--- config.mk ---
export PLATFORM = sky130hd
export DESIGN_NAME = servo_spi_master
export DESIGN_NICKNAME = d
export VERILOG_FILES = /design/src/rtl/servo_spi_master_pkg.sv /design/src/rtl/servo_spi_master_sck_divider.sv /design/src/rtl/servo_spi_master.sv
export SDC_FILE = /design/constraint.sdc
export NUM_CORES = 1
export LEC_CHECK = 0
export ABC_AREA = 1
export BUFFER_PORTS_ARGS = -buffer_cell sky130_fd_sc_hd__buf_2
export CAP_MARGIN = 20
export CORE_AREA = 8 8 97 99
export DETAILED_ROUTE_END_ITERATION = 12
export DIE_AREA = 0 0 105 107
export PLACE_DENSITY = 0.63
export SYNTH_ARGS = -nofsm -noshare
export SYNTH_HDL_FRONTEND = slang
export SYNTH_HIERARCHICAL = 1
export SYNTH_SLANG_ARGS = --single-unit
--- constraint.sdc ---
create_clock -name i_clock -period 2.2 [get_ports i_clock]
set_input_delay 0.33 -clock i_clock [delete_from_list [all_inputs] [get_ports i_clock]]
set_output_delay 0.33 -clock i_clock [all_outputs]
set_load 0.05 [all_outputs]
--- src/rtl/servo_spi_master_pkg.sv ---
// -----------------------------------------------------------------------------
// servo_spi_master_pkg
//   Shared definitions for the servo SPI link: frame geometry, the default
//   channel count used by both ends of the link, the transmitter state
//   encoding and small helpers for frame assembly.
// -----------------------------------------------------------------------------
package servo_spi_master_pkg;

   localparam int FRAME_BITS           = 24;
   localparam int BYTE_BITS            = 8;
   localparam int DEFAULT_NUM_CHANNELS = 12;

   localparam logic [4:0] LAST_BIT = 5'(FRAME_BITS - 1);

   typedef enum logic [2:0] {
      ST_IDLE,
      ST_SETUP,
      ST_SHIFT_LO,
      ST_SHIFT_HI,
      ST_BYTE_GAP,
      ST_FRAME_GAP
   } spi_state_t;

   // Frame is shifted out LSB first: index byte, then pulse high byte,
   // then pulse low byte, each byte itself LSB first.
   function automatic logic [FRAME_BITS-1:0] build_frame(
      input logic [7:0]  index,
      input logic [15:0] pulse
   );
      return {pulse[7:0], pulse[15:8], index};
   endfunction

   // True for the last bit of byte 0 and byte 1; the final bit of the
   // frame is excluded because no inter-byte gap follows it.
   function automatic logic is_byte_end(input logic [4:0] bit_idx);
      return (bit_idx[2:0] == 3'(BYTE_BITS - 1)) && (bit_idx != LAST_BIT);
   endfunction

endpackage

--- src/rtl/servo_spi_master_sck_divider.sv ---
// -----------------------------------------------------------------------------
// servo_spi_master_sck_divider
//   Half-period timer for the SPI clock. While i_run is high it counts
//   CLK_DIV system clocks per half period and flags the last cycle of each
//   half period, split by the current SCK level into the strobe that should
//   make SCK rise (currently low) or fall (currently high).
// Ports
//   i_clock        system clock
//   i_reset        synchronous active-high reset
//   i_run          count enable; counter is held at zero while low
//   i_sck_level    current registered SCK level from the FSM
//   o_rise_strobe  last cycle of a low half period
//   o_fall_strobe  last cycle of a high half period
// -----------------------------------------------------------------------------
module servo_spi_master_sck_divider #(
   parameter int CLK_DIV = 4
) (
   input  logic i_clock,
   input  logic i_reset,
   input  logic i_run,
   input  logic i_sck_level,
   output logic o_rise_strobe,
   output logic o_fall_strobe
);

   localparam logic [15:0] HALF_LAST = 16'(CLK_DIV - 1);

   logic [15:0] half_cnt;
   logic        half_done;

   always_comb begin
      half_done     = i_run && (half_cnt == HALF_LAST);
      o_rise_strobe = half_done && !i_sck_level;
      o_fall_strobe = half_done &&  i_sck_level;
   end

   // Restarting at zero on each strobe means every phase that keeps i_run
   // high starts with a fresh full half period.
   always_ff @(posedge i_clock) begin
      if (i_reset || !i_run || half_done) begin
         half_cnt <= '0;
      end else begin
         half_cnt <= half_cnt + 16'd1;
      end
   end

endmodule

--- src/rtl/servo_spi_master.sv ---
// -----------------------------------------------------------------------------
// servo_spi_master
//   SPI transmitter (CPOL=1, CPHA=0, LSB-first bytes) feeding the servo
//   controller's receive-only port. Each accepted command becomes a 3-byte
//   frame: channel index, pulse[15:8], pulse[7:0].
// Ports
//   i_clock         system clock
//   i_reset         synchronous active-high reset
//   i_cmd_valid     command present
//   i_cmd_index     servo channel index (8 bits)
//   i_cmd_pulse     pulse width in us (16 bits)
//   o_cmd_ready     command can be accepted this cycle (IDLE only)
//   o_cmd_rejected  one-cycle pulse after accepting an out-of-range index
//   o_busy          frame in progress or frame gap running
//   o_spi_clock     SCK, idles high
//   o_mosi          serial data, holds the last bit between frames
//   o_select        SS, active low
// -----------------------------------------------------------------------------
module servo_spi_master
   import servo_spi_master_pkg::*;
#(
   parameter int CLK_DIV       = 4,
   parameter int INTERBYTE_GAP = 0,
   parameter int FRAME_GAP     = 4,
   parameter int NUM_CHANNELS  = DEFAULT_NUM_CHANNELS
) (
   input  logic        i_clock,
   input  logic        i_reset,
   input  logic        i_cmd_valid,
   input  logic [7:0]  i_cmd_index,
   input  logic [15:0] i_cmd_pulse,
   output logic        o_cmd_ready,
   output logic        o_cmd_rejected,
   output logic        o_busy,
   output logic        o_spi_clock,
   output logic        o_mosi,
   output logic        o_select
);

   localparam logic [15:0] BYTE_GAP_LAST  = 16'(INTERBYTE_GAP - 1);
   localparam logic [15:0] FRAME_GAP_LAST = 16'(FRAME_GAP - 1);
   localparam logic [8:0]  CHANNEL_LIMIT  = 9'(NUM_CHANNELS);

   spi_state_t            state;
   logic [FRAME_BITS-1:0] shift_reg;
   logic [4:0]            bit_cnt;
   logic [15:0]           gap_cnt;
   logic                  div_run;
   logic                  rise_strobe;
   logic                  fall_strobe;
   logic                  index_bad;

   always_comb begin
      div_run   = (state == ST_SETUP) || (state == ST_SHIFT_LO) || (state == ST_SHIFT_HI);
      index_bad = ({1'b0, i_cmd_index} >= CHANNEL_LIMIT);
   end

   // MOSI is bit 0 of the shift register itself, so it is a flop output,
   // resets to 0 and keeps the final bit once shifting stops.
   assign o_mosi = shift_reg[0];

   servo_spi_master_sck_divider #(
      .CLK_DIV(CLK_DIV)
   ) u_sck_div (
      .i_clock       (i_clock),
      .i_reset       (i_reset),
      .i_run         (div_run),
      .i_sck_level   (o_spi_clock),
      .o_rise_strobe (rise_strobe),
      .o_fall_strobe (fall_strobe)
   );

   always_ff @(posedge i_clock) begin
      if (i_reset) begin
         state          <= ST_IDLE;
         shift_reg      <= '0;
         bit_cnt        <= '0;
         gap_cnt        <= '0;
         o_cmd_ready    <= 1'b0;
         o_cmd_rejected <= 1'b0;
         o_busy         <= 1'b0;
         o_spi_clock    <= 1'b1;
         o_select       <= 1'b1;
      end else begin
         o_cmd_rejected <= 1'b0;
         case (state)
            ST_IDLE: begin
               o_cmd_ready <= 1'b1;
               if (i_cmd_valid && o_cmd_ready) begin
                  if (index_bad) begin
                     // Consumed but dropped; stays in IDLE and ready.
                     o_cmd_rejected <= 1'b1;
                  end else begin
                     shift_reg   <= build_frame(i_cmd_index, i_cmd_pulse);
                     bit_cnt     <= '0;
                     o_select    <= 1'b0;
                     o_busy      <= 1'b1;
                     o_cmd_ready <= 1'b0;
                     state       <= ST_SETUP;
                  end
               end
            end

            ST_SETUP: begin
               if (fall_strobe) begin
                  o_spi_clock <= 1'b0;
                  state       <= ST_SHIFT_LO;
               end
            end

            ST_SHIFT_LO: begin
               if (rise_strobe) begin
                  o_spi_clock <= 1'b1;
                  state       <= ST_SHIFT_HI;
                  // Next bit appears with the rising edge; the last bit is
                  // left in place so MOSI holds it after the frame.
                  if (bit_cnt != LAST_BIT) begin
                     shift_reg <= shift_reg >> 1;
                  end
               end
            end

            ST_SHIFT_HI: begin
               if (fall_strobe) begin
                  gap_cnt <= '0;
                  if (bit_cnt == LAST_BIT) begin
                     o_select <= 1'b1;
                     if (FRAME_GAP > 0) begin
                        state <= ST_FRAME_GAP;
                     end else begin
                        o_busy      <= 1'b0;
                        o_cmd_ready <= 1'b1;
                        state       <= ST_IDLE;
                     end
                  end else begin
                     bit_cnt <= bit_cnt + 5'd1;
                     if ((INTERBYTE_GAP > 0) && is_byte_end(bit_cnt)) begin
                        state <= ST_BYTE_GAP;
                     end else begin
                        o_spi_clock <= 1'b0;
                        state       <= ST_SHIFT_LO;
                     end
                  end
               end
            end

            ST_BYTE_GAP: begin
               // SCK stays high and SS low; the divider is idle and restarts
               // from zero when SHIFT_LO begins.
               if (gap_cnt == BYTE_GAP_LAST) begin
                  o_spi_clock <= 1'b0;
                  state       <= ST_SHIFT_LO;
               end else begin
                  gap_cnt <= gap_cnt + 16'd1;
               end
            end

            ST_FRAME_GAP: begin
               if (gap_cnt == FRAME_GAP_LAST) begin
                  o_busy      <= 1'b0;
                  o_cmd_ready <= 1'b1;
                  state       <= ST_IDLE;
               end else begin
                  gap_cnt <= gap_cnt + 16'd1;
               end
            end

            default: begin
               state <= ST_IDLE;
            end
         endcase
      end
   end

endmodule
# --- Word-level counts from Yosys, hierarchy flattened ---
# Cells that the tools add are included.
totals:
  register_bits: 69
  output_inout_bits: 6
  wordCells: 105
classes:
  muxes: 42
  n_eq_ne: 22
  n_bitwise: 2
  magnitude_cmp: 1
  n_addsub: 3
  reduce_logical: 25
ops:
  columns: ["cell", "n"]
  rows:
  - ["$mux 24", 4]
  - ["$mux 16", 3]
  - ["$pmux 16 s3", 1]
  - ["$pmux 24 s2", 1]
  - ["$add 16x1->16 const B", 2]
  - ["$eq 16x2->1 const B", 2]
  - ["$mux 3", 8]
  - ["$mux 5", 4]
  - ["$ne 2x2->1 const B", 10]
  - ["$pmux 3 s6", 1]
  - ["$eq 16x16->1 const B", 1]
  - ["$mux 1", 15]
  - ["$reduce_and 5->1", 3]
  - ["$pmux 5 s2", 1]
  - ["$ge 8x4->1 const B", 1]
  - ["$reduce_and 4->1", 2]
  - ["$reduce_and 7->1", 1]
  - ["$eq 3x2->1 const B", 2]
  - ["$eq 3x3->1 const B", 2]
  - ["$pmux 1 s2", 3]
  - ["$reduce_and 6->1", 1]
  - ["$reduce_bool 2->1", 3]
  - ["$add 5x1->5 const B", 1]
  - ["$eq 5x5->1 const B", 1]
  - ["other kinds (13)", 22]

# --- Depth between registers and ports, before layout ---
depth:
  ltp_word: 7
  depth_mapped: 16

# --- Cells and area by module ---
# The synthesis kept the hierarchy.
modules_own_cells:
  columns: ["mod", "instances", "seq_area_each_um2", "area_each_um2", "cells_per_inst"]
  rows:
  - ["servo_spi_master", 1, 1061.0, 2980.4, 459]
  - ["servo_spi_master_sck_divider", 1, 320.3, 834.6, 126]

# --- Least setup slack after synthesis ---
# OpenSTA, ideal clock, no wires.
synth_timing:
  kind: "reg-to-reg"
  start: "register state[0]"
  end: "register gap_cnt[1]"
  path_buffers: 1
  setup_ns: 0.125
  path_slack_ns: 0.237
  required_ns: 2.075
  arrival_time_ns: 1.838
  path_stages_with_launch: 17
  cell_sequence: "dfxtp_1 > inv_2 > nand2_2 > inv_2 > nor2_1 > nand3_1 > nor2_1 > nand2_2 > nor2_1 > inv_1 > o21ai_1 > nand2_1 > nor2_2 > buf_6 > nand2_2 > nand2_1 > nor2_1"
synth_between:
  elab_chain_len: 7
  word_cells_on_any_way: 15
synth_rtl:
  columns: ["element", "line_no", "rtl"]
  rows:
  - ["from (decl)", "servo_spi_master.sv:44", "spi_state_t state;"]
  - ["from (signal assigned)", "servo_spi_master.sv:75", "state <= ST_IDLE;"]
  - ["from (signal assigned)", "servo_spi_master.sv:99", "state <= ST_SETUP;"]
  - ["from (signal assigned)", "servo_spi_master.sv:107", "state <= ST_SHIFT_LO;"]
  - ["$eq 3x1->1 / $eq 3x2->1 (equally long branches)", "servo_spi_master.sv:54", "div_run = (state == ST_SETUP) || (state == ST_SHIFT_LO) || (state == ST_SHIFT_HI);"]
  - ["$logic_or 1x1->1", "servo_spi_master.sv:54", null]
  - ["$logic_or 1x1->1 (*)", "servo_spi_master.sv:54", null]
  - ["via div_run", "servo_spi_master.sv:48", "logic div_run;"]
  - ["$logic_and 1x1->1 (*)", "servo_spi_master_sck_divider.sv:32", "half_done = i_run && (half_cnt == HALF_LAST);"]
  - ["$logic_and 1x1->1 (*)", "servo_spi_master_sck_divider.sv:34", "o_fall_strobe = half_done && i_sck_level;"]
  - ["via fall_strobe", "servo_spi_master.sv:50", "logic fall_strobe;"]
  - ["$ne 2x2->1 (no line) (*)", null, null]
  - ["$reduce_and 4->1 (no line) (*)", null, null]
  - ["to (signal assigned)", "servo_spi_master.sv:154", "gap_cnt <= gap_cnt + 16'd1;"]
  - ["to (signal assigned)", "servo_spi_master.sv:164", "gap_cnt <= gap_cnt + 16'd1;"]
  - ["to (decl)", "servo_spi_master.sv:47", "logic [15:0] gap_cnt;"]
# Mark *: on every way through the listed nets, which the timed path passes. The rest lies on a longest branch.
# A chain may end at the register's enable or synchronous reset.

# --- Worst setup path in the final report ---
layout_timing:
  start: "register state[1]"
  end: "register gap_cnt[1]"
# Same word-level chain as after synthesis.

==> results.toml <==
[timing]
setup_ws_ns = 0.211
min_period_over_period_pct = 90.4
tightest_slew_ns = 0.499
clock_skew_ns = 0.0119
hold_violations = 0
maxSlewHeadroom_pct = 66.5
setup_viol_count_final = 0
report.final.slew_viol_count = 0
min_period_ns = 1.99
fmaxAchievable_mhz = 503

[pwr]
p_leak_uw = 0.00171
power.density_nw_per_um2 = 686
vdd_drop_max_v = 0.000355
power_uw = 2920

[synthesis]
syn_area_per_cell_um2 = 6.52
syn_inst = 585
synth_seq_area_share_pct = 36.2
ys_warn_count = 6
ys_ff_latch = 69
synthFlopType = "dfxtp_1"
synth.most_common_cell = "nand2_1"
synthTopCellsByArea = "dfxtp_1, nand2_1, nor2_1, a21oi_1, o21ai_0"
syn-cell-area_um2 = 3810
synth_cell_types = 33
yosys.area.top_type = "dfxtp_1"
synth_edf_count = 0
syn-num-nets = 615
synth_top_area_share_pct = 36.2
synth-async-reset-ratio_pct = 0
synth_common_cells = "nand2_1, nor2_1, dfxtp_1"

[clock_tree]
cts.sinks = 69
clkTransAtPathRegs_ns = 0.08
worstSkewPairLatency_ns = 0.34
tritoncts = "built"
htree_levels = 3
cts_hold_buffers = 0
root_buffer = "clkbuf_8"
cts_buffers = 9
cts.path.max_buffers = 2

[floorplanning]
start_util_pct = 48.1
row_count = 33
fp.dieH_um = 107
ios = 33
die_width_um = 105
coreArea_um2 = 7930
die-area_um2 = 11200

[worst_setup_path]
crit_chain = "inv_1 > nand2_2 > inv_2 > nor2_2 > nand3_1 > nor2_1 > nand2_2 > nor2_1 > inv_1 > o21ai_2 > nand2_1 > nor2_2 > buf_4 > nand2_2 > nand2_1 > nor2_1"
cp.buffers_inverters = 4
crit_slowest_cell = "dfxtp_1"
slowest_delay_ns = 0.34
cp-start-kind = "register"
crit_family = "simple AND/OR/NAND/NOR gates"
arrival_ns = 2.21
crit_required_ns = 2.42
crit_type = "register to register"
crit_path_end_kind = "register"
critical_path_peak_fanout = 11

[cells_and_area]
drive_gt1_share_pct = 15.0
area_growth_pct = 11.4
fin_nets = 650
utilization_pct = 53.6
largest_register_ffs = 24
diodes = 0

[run_status]
status = "complete, no violations"

[routing]
drtIter0Drc = 163
route.detailed.drc = 0
vias = 3618
wire_per_inst_um = 11.6
ant_nets = 0
avgViaCountPerCell = 4.96
first_pass_iters = 5
routed_wl_mm = 8.50

[global_route]
grt-ovfl-total = 0
grt_pass1_wl_mm = 14.9
antenna_found_initial = 0
grt_pass1_vias = 3318
grt_util_all_layers_pct = 15.7
grt_start_max_net_pins = 40

[place]
place_ws_ns = 0.108
place.detailed.hpwl_mm = 6.16
port-buffer-count = 32
gp_congestion = 0.852

[worst_hold_path]
hp-class = "primary input to register"

[job]
maxCapViolations = 0
==> worst paths after layout <==
kind	start	depth (start not counted)	to	slack, ns
worst min-delay path	i_cmd_pulse[7]	3	shift_reg[23]	0.21
worst max-delay path	state[1]	16	gap_cnt[1]	0.21
worst min register to register	u_sck_div/half_cnt[0]	1	u_sck_div/half_cnt[0]	0.43
worst max register to register	state[1]	16	gap_cnt[1]	0.21
==> area by class of cell <==
class | instances | area, um2
flip-flops and latches | 69 | 1380
multi-input cells | 432 | 2060
well taps | 105 | 131
clock buffers | 11 | 151
repair buffers | 43 | 243
inverters | 65 | 246
fillers | 834 | 3680
clock inverters | 5 | 35.0
==> power by group <==
part | switching [uW] | internal [uW]
clock | 497 | 471
sequential | 32.3 | 1290
combinational | 421 | 202
total | 950 | 1960
==> per-stage QoR <==
step,instance area (um2),std cells,setup TNS (ns),hold WS (ns)
finish,4250,730,0,0.210
global route,4250,730,-0.00392,0.211
CTS,4220,729,0,0.199
detailed placement,4040,713,0,0.441
global placement,4040,713,0,0.433
floorplan,3810,585,0,0.425
==> worst register-to-register path: cells and delay by family (launching register included) <==
| family | cells | cell delay (ns) |
|---|---|---|
| AOI/OAI and AO/OA | 1 | 0.21 |
| buffers and inverters | 4 | 0.39 |
| and+or+nand+nor | 11 | 0.93 |
| DFF | 1 | 0.34 |
==> metal layers <==
layer / global-route usage, % / vias up / share of wire (%)
met5: 0 / - / 0
met4: 6.93 / 0 / 1.6
met3: 2.82 / 9 / 3.0
met2: 24.9 / 45 / 45
met1: 20.4 / 1632 / 51
li1: - / 1932 / -
==> kinds of logic (layout without fill, tap and decap cells) <==
kind of cell | Yosys count | count (layout) | synth area share [%]
adder cells (fa/ha/maj) | 3 | 3 | 0.984
AND/OR/NAND/NOR | 314 | 314 | 36.1
buffers and inverters | 84 | 124 | 10.2
AO/OA/AOI/OAI | 103 | 103 | 13.6
multiplexers | 2 | 2 | 0.590
flip-flops | 69 | 69 | 36.2
XOR/XNOR | 10 | 10 | 2.30
==> cells in the final DEF (no fill, tap or decap), types with 3 or more instances in the layout <==
master	count
nand2_1	141
nor2_1	94
dfxtp_1	68
inv_1	61
a21oi_1	48
o21ai_0	46
nand3_1	34
buf_2	32
clkbuf_8	11
buf_4	11
nand2_2	10
nand4_1	10
xor2_1	7
nor2_2	6
o21ai_1	6
nor3_1	5
nor2_4	4
inv_2	3
xnor2_1	3
==> what timing repair did <==
| item | in CTS | in global routing |
|---|---|---|
| buffers inserted | 0 | 1 |
| gates resized for setup | 0 | 9 |
| endpoints found under the setup margin | 0 | 40 |
Note: power is estimated with default switching activity, not from simulation.
